**src/rtl/execute_stage_if.sv**
```systemverilog
// ID/EX bundle between InstructionDecode (master) and execute_stage (slave).
// The master drives the decoded instruction, the stall/halt controls and the MEM/WB
// forwarding sources. The slave returns the execute results, the redirect and halt_EX.
// Write enables (RWEN/DWEN) are active-low throughout.
interface execute_stage_if;
  // decode -> execute
  logic [31:0] ID_PC, ID_DataRS1, ID_DataRS2;
  logic [31:0] ID_imm_I, ID_imm_S, ID_imm_SB, ID_imm_U, ID_imm_UJ;
  logic [6:0]  ID_opcode, ID_funct7;
  logic [2:0]  ID_funct3;
  logic [4:0]  ID_rs1, ID_rs2, ID_rd;
  logic        ID_RWEN, ID_DWEN, ID_MEMREAD, ID_BRANCH_OR_JUMP;
  logic        EX_stall, halt_MEM;
  // forwarding sources
  logic [4:0]  MEM_rd, WB_rd;
  logic        MEM_RWEN, WB_RWEN;
  logic [31:0] MEM_ALUResult, WB_DataInRd;
  // execute -> downstream / fetch
  logic [31:0] EX_ALUResult, EX_DataRS2;
  logic [4:0]  EX_rd;
  logic [2:0]  EX_funct3;
  logic [1:0]  EX_DataSize;
  logic        EX_RWEN, EX_DWEN, EX_MEMREAD, EX_BRANCH_OR_JUMP;
  logic        branch_flag;
  logic [31:0] branch_or_jump_target_addr;
  logic        halt_EX;

  modport master (
    output ID_PC, ID_DataRS1, ID_DataRS2, ID_imm_I, ID_imm_S, ID_imm_SB, ID_imm_U, ID_imm_UJ,
           ID_opcode, ID_funct7, ID_funct3, ID_rs1, ID_rs2, ID_rd,
           ID_RWEN, ID_DWEN, ID_MEMREAD, ID_BRANCH_OR_JUMP, EX_stall, halt_MEM,
           MEM_rd, MEM_RWEN, MEM_ALUResult, WB_rd, WB_RWEN, WB_DataInRd,
    input  EX_ALUResult, EX_DataRS2, EX_rd, EX_funct3, EX_DataSize, EX_RWEN, EX_DWEN,
           EX_MEMREAD, EX_BRANCH_OR_JUMP, branch_flag, branch_or_jump_target_addr, halt_EX
  );

  modport slave (
    input  ID_PC, ID_DataRS1, ID_DataRS2, ID_imm_I, ID_imm_S, ID_imm_SB, ID_imm_U, ID_imm_UJ,
           ID_opcode, ID_funct7, ID_funct3, ID_rs1, ID_rs2, ID_rd,
           ID_RWEN, ID_DWEN, ID_MEMREAD, ID_BRANCH_OR_JUMP, EX_stall, halt_MEM,
           MEM_rd, MEM_RWEN, MEM_ALUResult, WB_rd, WB_RWEN, WB_DataInRd,
    output EX_ALUResult, EX_DataRS2, EX_rd, EX_funct3, EX_DataSize, EX_RWEN, EX_DWEN,
           EX_MEMREAD, EX_BRANCH_OR_JUMP, branch_flag, branch_or_jump_target_addr, halt_EX
  );
endinterface

```
**src/rtl/execute_stage.sv**
```systemverilog
// RV32I execute stage: ID/EX pipeline register plus ALU, address generation, branch/jump
// resolution and MEM/WB operand forwarding.
// Ports:
//   clk  - clock, all state changes on posedge
//   rst  - synchronous active-high reset
//   bus  - execute_stage_if.slave: decoded instruction in, results/redirect/halt out
// Outputs are combinational from the EX register and the forwarding inputs.
module execute_stage #(
  parameter logic [31:0] RESET_PC = 32'h0000_0000
) (
  input  logic            clk,
  input  logic            rst,
  execute_stage_if.slave  bus
);

  localparam logic [6:0] OpLui    = 7'b0110111;
  localparam logic [6:0] OpAuipc  = 7'b0010111;
  localparam logic [6:0] OpJal    = 7'b1101111;
  localparam logic [6:0] OpJalr   = 7'b1100111;
  localparam logic [6:0] OpBranch = 7'b1100011;
  localparam logic [6:0] OpLoad   = 7'b0000011;
  localparam logic [6:0] OpStore  = 7'b0100011;
  localparam logic [6:0] OpImm    = 7'b0010011;
  localparam logic [6:0] OpReg    = 7'b0110011;

  typedef struct packed {
    logic        valid;
    logic [31:0] pc;
    logic [31:0] rs1_data;
    logic [31:0] rs2_data;
    logic [31:0] imm_i;
    logic [31:0] imm_s;
    logic [31:0] imm_sb;
    logic [31:0] imm_u;
    logic [31:0] imm_uj;
    logic [6:0]  opcode;
    logic [6:0]  funct7;
    logic [2:0]  funct3;
    logic [4:0]  rs1;
    logic [4:0]  rs2;
    logic [4:0]  rd;
    logic        rwen;
    logic        dwen;
    logic        memread;
    logic        boj;
  } ex_t;

  ex_t ex_q, ex_d, ex_bubble, ex_in;

  logic [31:0] rs1_fwd, rs2_fwd, op_b, alu_result, target;
  logic [4:0]  shamt;
  logic        alt, unsupported, cond, taken, halt_ex;

  // Only funct7[5] selects SUB/SRA; the rest of the field is carried but unused.
  logic unused_funct7;
  assign unused_funct7 = ^{ex_q.funct7[6], ex_q.funct7[4:0]};

  always_comb begin
    ex_bubble    = '0;
    ex_bubble.pc = RESET_PC;
  end

  always_comb begin
    ex_in          = '0;
    ex_in.valid    = 1'b1;
    ex_in.pc       = bus.ID_PC;
    ex_in.rs1_data = bus.ID_DataRS1;
    ex_in.rs2_data = bus.ID_DataRS2;
    ex_in.imm_i    = bus.ID_imm_I;
    ex_in.imm_s    = bus.ID_imm_S;
    ex_in.imm_sb   = bus.ID_imm_SB;
    ex_in.imm_u    = bus.ID_imm_U;
    ex_in.imm_uj   = bus.ID_imm_UJ;
    ex_in.opcode   = bus.ID_opcode;
    ex_in.funct7   = bus.ID_funct7;
    ex_in.funct3   = bus.ID_funct3;
    ex_in.rs1      = bus.ID_rs1;
    ex_in.rs2      = bus.ID_rs2;
    ex_in.rd       = bus.ID_rd;
    ex_in.rwen     = bus.ID_RWEN;
    ex_in.dwen     = bus.ID_DWEN;
    ex_in.memread  = bus.ID_MEMREAD;
    ex_in.boj      = bus.ID_BRANCH_OR_JUMP;
  end

  // Hold on any halt; a redirect squashes whatever decode presents on the same edge.
  always_comb begin
    ex_d = ex_q;
    if (halt_ex || bus.halt_MEM) begin
      ex_d = ex_q;
    end else if (taken || bus.EX_stall) begin
      ex_d = ex_bubble;
    end else begin
      ex_d = ex_in;
    end
  end

  always_ff @(posedge clk) begin
    if (rst) begin
      ex_q <= ex_bubble;
    end else begin
      ex_q <= ex_d;
    end
  end

  // Forwarding: MEM beats WB, x0 never forwards.
  always_comb begin
    rs1_fwd = ex_q.rs1_data;
    if (!bus.MEM_RWEN && bus.MEM_rd != 5'd0 && bus.MEM_rd == ex_q.rs1) begin
      rs1_fwd = bus.MEM_ALUResult;
    end else if (!bus.WB_RWEN && bus.WB_rd != 5'd0 && bus.WB_rd == ex_q.rs1) begin
      rs1_fwd = bus.WB_DataInRd;
    end
    rs2_fwd = ex_q.rs2_data;
    if (!bus.MEM_RWEN && bus.MEM_rd != 5'd0 && bus.MEM_rd == ex_q.rs2) begin
      rs2_fwd = bus.MEM_ALUResult;
    end else if (!bus.WB_RWEN && bus.WB_rd != 5'd0 && bus.WB_rd == ex_q.rs2) begin
      rs2_fwd = bus.WB_DataInRd;
    end
  end

  assign op_b  = (ex_q.opcode == OpReg) ? rs2_fwd : ex_q.imm_i;
  assign shamt = op_b[4:0];
  assign alt   = ex_q.funct7[5];

  always_comb begin
    alu_result = 32'd0;
    case (ex_q.opcode)
      OpLui:          alu_result = ex_q.imm_u;
      OpAuipc:        alu_result = ex_q.pc + ex_q.imm_u;
      OpJal, OpJalr:  alu_result = ex_q.pc + 32'd4;
      OpLoad:         alu_result = rs1_fwd + ex_q.imm_i;
      OpStore:        alu_result = rs1_fwd + ex_q.imm_s;
      OpImm, OpReg: begin
        case (ex_q.funct3)
          3'b000: alu_result = (ex_q.opcode == OpReg && alt) ? rs1_fwd - op_b : rs1_fwd + op_b;
          3'b001: alu_result = rs1_fwd << shamt;
          3'b010: alu_result = {31'd0, $signed(rs1_fwd) < $signed(op_b)};
          3'b011: alu_result = {31'd0, rs1_fwd < op_b};
          3'b100: alu_result = rs1_fwd ^ op_b;
          3'b101: alu_result = alt ? $unsigned($signed(rs1_fwd) >>> shamt) : rs1_fwd >> shamt;
          3'b110: alu_result = rs1_fwd | op_b;
          default: alu_result = rs1_fwd & op_b;
        endcase
      end
      default:        alu_result = 32'd0;
    endcase
  end

  always_comb begin
    unsupported = 1'b0;
    case (ex_q.opcode)
      OpLui, OpAuipc, OpJal, OpJalr, OpLoad, OpStore, OpImm, OpReg: unsupported = 1'b0;
      OpBranch: unsupported = (ex_q.funct3[2:1] == 2'b01);
      default:  unsupported = 1'b1;
    endcase
  end

  always_comb begin
    case (ex_q.funct3)
      3'b000:  cond = (rs1_fwd == rs2_fwd);
      3'b001:  cond = (rs1_fwd != rs2_fwd);
      3'b100:  cond = ($signed(rs1_fwd) <  $signed(rs2_fwd));
      3'b101:  cond = ($signed(rs1_fwd) >= $signed(rs2_fwd));
      3'b110:  cond = (rs1_fwd <  rs2_fwd);
      3'b111:  cond = (rs1_fwd >= rs2_fwd);
      default: cond = 1'b0;
    endcase
  end

  assign halt_ex = ex_q.valid && unsupported;
  assign taken   = ex_q.valid && !unsupported &&
                   ((ex_q.opcode == OpJal) || (ex_q.opcode == OpJalr) ||
                    ((ex_q.opcode == OpBranch) && cond));

  always_comb begin
    if (!ex_q.valid) begin
      target = 32'd0;
    end else if (ex_q.opcode == OpJal) begin
      target = ex_q.pc + ex_q.imm_uj;
    end else if (ex_q.opcode == OpJalr) begin
      target = (rs1_fwd + ex_q.imm_i) & ~32'd1;
    end else begin
      target = ex_q.pc + ex_q.imm_sb;
    end
  end

  assign bus.EX_ALUResult               = alu_result;
  assign bus.EX_DataRS2                 = rs2_fwd;
  assign bus.EX_rd                      = ex_q.rd;
  assign bus.EX_funct3                  = ex_q.funct3;
  assign bus.EX_DataSize                = ex_q.funct3[1:0];
  assign bus.EX_RWEN                    = !(ex_q.valid && !ex_q.rwen && !halt_ex);
  assign bus.EX_DWEN                    = !(ex_q.valid && !ex_q.dwen && !halt_ex);
  assign bus.EX_MEMREAD                 = ex_q.valid && ex_q.memread && !halt_ex;
  assign bus.EX_BRANCH_OR_JUMP          = ex_q.valid && ex_q.boj;
  assign bus.branch_flag                = taken;
  assign bus.branch_or_jump_target_addr = target;
  assign bus.halt_EX                    = halt_ex;

endmodule

```
**src/flat_wrapper.sv**
```systemverilog
// flat-port wrapper written by rule: the top's interface ports become plain ports
module execute_stage_flat 
#(
  parameter logic [31:0] RESET_PC = 32'h0000_0000
)
  (clk, rst, bus_ID_PC, bus_ID_DataRS1, bus_ID_DataRS2, bus_ID_imm_I, bus_ID_imm_S, bus_ID_imm_SB, bus_ID_imm_U, bus_ID_imm_UJ, bus_ID_opcode, bus_ID_funct7, bus_ID_funct3, bus_ID_rs1, bus_ID_rs2, bus_ID_rd, bus_ID_RWEN, bus_ID_DWEN, bus_ID_MEMREAD, bus_ID_BRANCH_OR_JUMP, bus_EX_stall, bus_halt_MEM, bus_MEM_rd, bus_MEM_RWEN, bus_MEM_ALUResult, bus_WB_rd, bus_WB_RWEN, bus_WB_DataInRd, bus_EX_ALUResult, bus_EX_DataRS2, bus_EX_rd, bus_EX_funct3, bus_EX_DataSize, bus_EX_RWEN, bus_EX_DWEN, bus_EX_MEMREAD, bus_EX_BRANCH_OR_JUMP, bus_branch_flag, bus_branch_or_jump_target_addr, bus_halt_EX);
  execute_stage_if bus_i ();
  input  logic clk;
  input  logic rst;
  input wire logic [$bits(bus_i.ID_PC)-1:0] bus_ID_PC;
  input wire logic [$bits(bus_i.ID_DataRS1)-1:0] bus_ID_DataRS1;
  input wire logic [$bits(bus_i.ID_DataRS2)-1:0] bus_ID_DataRS2;
  input wire logic [$bits(bus_i.ID_imm_I)-1:0] bus_ID_imm_I;
  input wire logic [$bits(bus_i.ID_imm_S)-1:0] bus_ID_imm_S;
  input wire logic [$bits(bus_i.ID_imm_SB)-1:0] bus_ID_imm_SB;
  input wire logic [$bits(bus_i.ID_imm_U)-1:0] bus_ID_imm_U;
  input wire logic [$bits(bus_i.ID_imm_UJ)-1:0] bus_ID_imm_UJ;
  input wire logic [$bits(bus_i.ID_opcode)-1:0] bus_ID_opcode;
  input wire logic [$bits(bus_i.ID_funct7)-1:0] bus_ID_funct7;
  input wire logic [$bits(bus_i.ID_funct3)-1:0] bus_ID_funct3;
  input wire logic [$bits(bus_i.ID_rs1)-1:0] bus_ID_rs1;
  input wire logic [$bits(bus_i.ID_rs2)-1:0] bus_ID_rs2;
  input wire logic [$bits(bus_i.ID_rd)-1:0] bus_ID_rd;
  input wire logic [$bits(bus_i.ID_RWEN)-1:0] bus_ID_RWEN;
  input wire logic [$bits(bus_i.ID_DWEN)-1:0] bus_ID_DWEN;
  input wire logic [$bits(bus_i.ID_MEMREAD)-1:0] bus_ID_MEMREAD;
  input wire logic [$bits(bus_i.ID_BRANCH_OR_JUMP)-1:0] bus_ID_BRANCH_OR_JUMP;
  input wire logic [$bits(bus_i.EX_stall)-1:0] bus_EX_stall;
  input wire logic [$bits(bus_i.halt_MEM)-1:0] bus_halt_MEM;
  input wire logic [$bits(bus_i.MEM_rd)-1:0] bus_MEM_rd;
  input wire logic [$bits(bus_i.MEM_RWEN)-1:0] bus_MEM_RWEN;
  input wire logic [$bits(bus_i.MEM_ALUResult)-1:0] bus_MEM_ALUResult;
  input wire logic [$bits(bus_i.WB_rd)-1:0] bus_WB_rd;
  input wire logic [$bits(bus_i.WB_RWEN)-1:0] bus_WB_RWEN;
  input wire logic [$bits(bus_i.WB_DataInRd)-1:0] bus_WB_DataInRd;
  output wire logic [$bits(bus_i.EX_ALUResult)-1:0] bus_EX_ALUResult;
  output wire logic [$bits(bus_i.EX_DataRS2)-1:0] bus_EX_DataRS2;
  output wire logic [$bits(bus_i.EX_rd)-1:0] bus_EX_rd;
  output wire logic [$bits(bus_i.EX_funct3)-1:0] bus_EX_funct3;
  output wire logic [$bits(bus_i.EX_DataSize)-1:0] bus_EX_DataSize;
  output wire logic [$bits(bus_i.EX_RWEN)-1:0] bus_EX_RWEN;
  output wire logic [$bits(bus_i.EX_DWEN)-1:0] bus_EX_DWEN;
  output wire logic [$bits(bus_i.EX_MEMREAD)-1:0] bus_EX_MEMREAD;
  output wire logic [$bits(bus_i.EX_BRANCH_OR_JUMP)-1:0] bus_EX_BRANCH_OR_JUMP;
  output wire logic [$bits(bus_i.branch_flag)-1:0] bus_branch_flag;
  output wire logic [$bits(bus_i.branch_or_jump_target_addr)-1:0] bus_branch_or_jump_target_addr;
  output wire logic [$bits(bus_i.halt_EX)-1:0] bus_halt_EX;
  assign bus_i.ID_PC = bus_ID_PC;
  assign bus_i.ID_DataRS1 = bus_ID_DataRS1;
  assign bus_i.ID_DataRS2 = bus_ID_DataRS2;
  assign bus_i.ID_imm_I = bus_ID_imm_I;
  assign bus_i.ID_imm_S = bus_ID_imm_S;
  assign bus_i.ID_imm_SB = bus_ID_imm_SB;
  assign bus_i.ID_imm_U = bus_ID_imm_U;
  assign bus_i.ID_imm_UJ = bus_ID_imm_UJ;
  assign bus_i.ID_opcode = bus_ID_opcode;
  assign bus_i.ID_funct7 = bus_ID_funct7;
  assign bus_i.ID_funct3 = bus_ID_funct3;
  assign bus_i.ID_rs1 = bus_ID_rs1;
  assign bus_i.ID_rs2 = bus_ID_rs2;
  assign bus_i.ID_rd = bus_ID_rd;
  assign bus_i.ID_RWEN = bus_ID_RWEN;
  assign bus_i.ID_DWEN = bus_ID_DWEN;
  assign bus_i.ID_MEMREAD = bus_ID_MEMREAD;
  assign bus_i.ID_BRANCH_OR_JUMP = bus_ID_BRANCH_OR_JUMP;
  assign bus_i.EX_stall = bus_EX_stall;
  assign bus_i.halt_MEM = bus_halt_MEM;
  assign bus_i.MEM_rd = bus_MEM_rd;
  assign bus_i.MEM_RWEN = bus_MEM_RWEN;
  assign bus_i.MEM_ALUResult = bus_MEM_ALUResult;
  assign bus_i.WB_rd = bus_WB_rd;
  assign bus_i.WB_RWEN = bus_WB_RWEN;
  assign bus_i.WB_DataInRd = bus_WB_DataInRd;
  assign bus_EX_ALUResult = bus_i.EX_ALUResult;
  assign bus_EX_DataRS2 = bus_i.EX_DataRS2;
  assign bus_EX_rd = bus_i.EX_rd;
  assign bus_EX_funct3 = bus_i.EX_funct3;
  assign bus_EX_DataSize = bus_i.EX_DataSize;
  assign bus_EX_RWEN = bus_i.EX_RWEN;
  assign bus_EX_DWEN = bus_i.EX_DWEN;
  assign bus_EX_MEMREAD = bus_i.EX_MEMREAD;
  assign bus_EX_BRANCH_OR_JUMP = bus_i.EX_BRANCH_OR_JUMP;
  assign bus_branch_flag = bus_i.branch_flag;
  assign bus_branch_or_jump_target_addr = bus_i.branch_or_jump_target_addr;
  assign bus_halt_EX = bus_i.halt_EX;
  execute_stage #(.RESET_PC(RESET_PC)) u_core (.clk(clk), .rst(rst), .bus(bus_i));
endmodule
```
**config.mk**
```make
export PLATFORM = sky130hd
export DESIGN_NAME = execute_stage_flat
export DESIGN_NICKNAME = d
export VERILOG_FILES = /design/src/rtl/execute_stage_if.sv /design/src/rtl/execute_stage.sv /design/src/flat_wrapper.sv
export SDC_FILE = /design/constraint.sdc
export NUM_CORES = 2
export LEC_CHECK = 0
export ABC_AREA = 1
export BUFFER_PORTS_ARGS = -buffer_cell sky130_fd_sc_hd__buf_4
export CAP_MARGIN = 20
export CORE_ASPECT_RATIO = 2
export CORE_UTILIZATION = 55
export DETAILED_ROUTE_END_ITERATION = 6
export PLACE_DENSITY = 0.77
export SYNTH_ARGS = -nofsm -noshare
export SYNTH_HDL_FRONTEND = slang
export SYNTH_SLANG_ARGS = --single-unit
```
**constraint.sdc**
```tcl
create_clock -name clk -period 10 [get_ports clk]
set_clock_uncertainty 0.1 [all_clocks]
set_input_delay 1.5 -clock clk [delete_from_list [all_inputs] [get_ports clk]]
set_output_delay 1.5 -clock clk [all_outputs]
set_load 0.02 [all_outputs]
```
==> impl_metrics.tcl, run 1 <==
set metrics [dict create \
    yosysWarnings 0 \
    grt_remaining_overflow 718 \
    grt_max_degree 186 \
    fp.dieW_um 175 \
    portBuffers 477 \
    synthAdderAreaFrac_pct 11.2 \
    synth_top_cell_by_area "dfxtp_1" \
    io_pins 484 \
    ys_seq_area_share_pct 17.4 \
    haltStage "global routing (5_1_grt)" \
    synth_top_family_by_area "simple AND/OR/NAND/NOR gates" \
    hold_buffers 0 \
    gp_congestion 1.27 \
    grt_pass1_wl_um 346000 \
    clockBufferDepth 3 \
    grt_pass1_vias 47000 \
    synth_edf_count 0 \
    ctsResizeCount 0 \
    synth_compound_gate_area_share_pct 21.9 \
    syn_area_per_cell_um2 5.89 \
    synth_top_area_share_pct 17.4 \
    grt_use_total_pct 74.1 \
    ys_types 62 \
    die-height_um 348 \
    place_hpwl_um 147000 \
    async_flop_share_pct 0 \
    synthFlopType "dfxtp_1" \
    synth_mux_area_share_pct 0 \
    cts_buffers 29 \
    start_util_pct 55.8 \
    synth_area_mm2 0.0330 \
    post_cts_buffers 0 \
    synth-seq-cells 287 \
    rows 126 \
    h-tree-depth 1 \
    synth_area_leaders "dfxtp_1 17%, nand2_1 17%, nand3_1 12%" \
    error "[ERROR GRT-0116] Global routing finished with congestion. Check the congestion regions in the DRC Viewer." \
    synth-simple-area-share_pct 37.1 \
    syn_inst 5599 \
    root_buffer "clkbuf_16" \
    status "aborted with a tool error" \
    syn-num-nets 6263 \
    clock-sinks 287 \
    synth_xor_area_share_pct 1.96 \
]
==> per-layer routing <==
metal / track usage (%) / GRT overflow
met3: 52.1 / 18
met4: 79.8 / 268
met2: 95.6 / 426
met1: 72.3 / 5
met5: 18.6 / 1
==> cell usage after synthesis, types with 25 or more instances <==
master	number
nand3_1	771
ha_1	285
a211oi_1	25
dfxtp_1	287
xor2_1	49
nand4_1	34
clkbuf_1	140
buf_2	98
nor2_1	355
o21ai_0	291
a21oi_1	700
or2_2	60
o211ai_1	58
nand2_1	1461
xnor2_1	25
inv_1	515
nor3_1	60
==> cell families after synthesis <==
logic type | after synthesis
buf+inv | 833
fa+ha+maj | 292
simple gates | 2825
compound gates | 1288
xor+xnor | 74
flops | 287
==> stage by stage <==
stage / utilization, % / setup slack, ns / cell area (µm²) / cells / hold WS (ns)
2_1_floorplan: - / 3.16 / 33000 / 5599 / 0.340
3_3_place_gp: 62.6 / 1.42 / 37000 / 6650 / 0.349
3_5_place_dp: 62.6 / 1.33 / 37000 / 6650 / 0.352
4_1_cts: 64.4 / 1.29 / 38100 / 6703 / 0.364
==> run 2, diff against run 1 <==
Settings changed: CORE_ASPECT_RATIO 2 to unset, CORE_UTILIZATION 55 to 40, PLACE_DENSITY 0.77 to unset, PLACE_DENSITY_LB_ADDON set to 0.15.
==> run 2 against run 1 <==
Net effect: the flow now finishes, with violations (design-rule violations); area after synthesis is the same; synthesized cell count is the same.
==> impl_metrics.tcl, run 2 <==
set metrics [dict create \
    status "finished with violations" \
    violations "design-rule violations" \
    synth-simple-area-share_pct 37.1 \
    hold_viol 0 \
    peakVddDrop_mv 0.104 \
    arrival_ns 7.25 \
    rows 104 \
    cp_common_cell "buf_4" \
    synth_mux_area_share_pct 0 \
    syn2layout_area_growth_pct 16.6 \
    synth_top_cell_by_area "dfxtp_1" \
    final.period_utilization_pct 88.5 \
    grt_pass1_wl_um 242000 \
    p_int_mw 2.39 \
    synth_xor_area_share_pct 1.96 \
    grt_max_degree 188 \
    drv_slew 0 \
    initialDrtViolationCount 4322 \
    yosysMostFrequentCell "nand2_1" \
    syn_area_per_cell_um2 5.89 \
    final_cell_mix "1,460 x nand2_1, 770 x nand3_1, 700 x a21oi_1" \
    hold_slack_ns 0.363 \
    crit_slowest_cell "nor4_1" \
    cts_buffers 36 \
    routed_wl_um 169000 \
    dieArea_mm2 0.0836 \
    p_clk_share_pct 35.6 \
    rsz0062_at_grt "false" \
    h-tree-depth 2 \
    drc 1 \
    wl_per_cell_um 24.1 \
    portBuffers 477 \
    grt_remaining_overflow 0 \
    p_seq_share_pct 32.6 \
    antenna_found_initial 10 \
    vias 40800 \
    synth_common_cells "1,461 x nand2_1, 771 x nand3_1, 700 x a21oi_1" \
    gp_congestion 1.09 \
    start_util_pct 40.7 \
    synth-seq-cells 287 \
    power_switching_mw 1.46 \
    synth_area_mm2 0.0330 \
    place_hpwl_um 135000 \
    ant_nets 0 \
    setup_viol 0 \
    hold_class "flop to flop" \
    fmax_mhz 113 \
    pwr-share-comb_pct 31.8 \
    maxCapViolations 0 \
    io_pins 484 \
    start_kind "input pin" \
    slowest_delay_ns 0.45 \
    period_minus_slack_ns 8.85 \
    hold_buffers 0 \
    syn_inst 5599 \
    post-route-util_pct 47.5 \
    syn-num-nets 6263 \
    crit_path_max_fanout 29 \
    largest_register_ffs 278 \
    critPathRequiredTime_ns 8.40 \
    grt_use_total_pct 39.1 \
    top_register "u_core.ex_q" \
    firstDrtPassIters 7 \
    cts_tree "yes" \
    yosysWarnings 0 \
    slew_headroom_pct 13.2 \
    fp.dieW_um 289 \
    tightest_slew_ns 1.29 \
    switching_share_pct 38.0 \
    n_fill_cell 8917 \
    powerDensity_mw_per_mm2 100 \
    p_leak_nw 18.6 \
    synth_compound_gate_area_share_pct 21.9 \
    ys_seq_area_share_pct 17.4 \
    synthAdderAreaFrac_pct 11.2 \
    fin_nets 6571 \
    final_common_cell "nand2_1" \
    clock_latency_ns 0.60 \
    ys_types 62 \
    layout-drive-gt1-share_pct 13.1 \
    die-height_um 289 \
    synth_edf_count 0 \
    viasPerCell 5.83 \
    grt_pass1_vias 37400 \
    synth_area_leaders "dfxtp_1 17%, nand2_1 17%, nand3_1 12%" \
    worst_setup_path_end_kind "output pin" \
    async_flop_share_pct 0 \
    post_cts_buffers 0 \
    ctsResizeCount 0 \
    root_buffer "clkbuf_16" \
    clockBufferDepth 3 \
    synthFlopType "dfxtp_1" \
    clock-sinks 287 \
    coreArea_mm2 0.0811 \
    tns_ns 0 \
    path_class "input pin to output pin" \
    clk_transition_reported_paths_ns 0.06 \
    synth_top_area_share_pct 17.4 \
    synth_top_family_by_area "simple AND/OR/NAND/NOR gates" \
]
## run 2: cell type report
type,instances,area (µm²),area share [%]
clock inverters,11,140,0.364
inverters,544,2040,5.31
flip-flops and latches,287,5750,14.9
repair buffers,559,4240,11.0
clock buffers,52,1070,2.78
multi-input cells,4479,23900,62.1
well taps,1060,1330,3.45
diodes,7,17.5,0.0455
## run 2: power by group through the flow
stage               Sequential, mW  Clock, mW  Combinational [mW]
finish                        1.25       1.37                1.23
global route                  1.25       1.43                1.32
CTS                           1.25       1.39                1.19
detailed placement            1.28          0                1.19
global placement              1.27          0                1.18
floorplan                     1.24          0               0.735
## run 2: path summary, 6_finish.rpt
check	slack [ns]	start	cells past startpoint	to
setup reg to reg	3.41	u_core.ex_q[10]	23	u_core.ex_q[140]
setup / recovery	1.15	bus_WB_rd[2]	31	bus_EX_ALUResult[31]
hold / removal	0.36	u_core.ex_q[199]	2	u_core.ex_q[199]
hold reg to reg	0.36	u_core.ex_q[199]	2	u_core.ex_q[199]
## run 2: cell families after synthesis
kind of cell / after synthesis
simple gates: 2825
fa+ha+maj: 292
xor+xnor: 74
compound gates: 1288
flops: 287
buf+inv: 833
## run 2: critical path, delay by kind of cell
family / cells / cell delay, ns
compound gates: 4 / 0.86
simple gates: 15 / 2.32
fa+ha+maj: 1 / 0.42
xor+xnor: 1 / 0.16
buf+inv: 10 / 1.97
## run 2: through the flow
| step | cell area (µm²) | power (mW) | setup slack, ns | instances |
|---|---|---|---|---|
| 2_1_floorplan | 33000 | 1.98 | 3.16 | 5599 |
| 3_3_place_gp | 37200 | 2.46 | 1.45 | 6927 |
| 3_5_place_dp | 37200 | 2.46 | 1.44 | 6927 |
| 4_1_cts | 38400 | 3.83 | 1.40 | 6990 |
| 5_1_grt | 38500 | 4.00 | 0.887 | 6997 |
| 6_report | 38500 | 3.85 | 1.15 | 6999 |
## run 2: layer usage
layer	vias up	share of wire (%)	global-route usage, %
met2	2015	44	62.0
met5	-	0.014	0
met4	4	7.6	25.7
met3	453	8.8	6.27
met1	18800	39	48.9
li1	19500	-	-
Power figures use the tool's default switching activity.
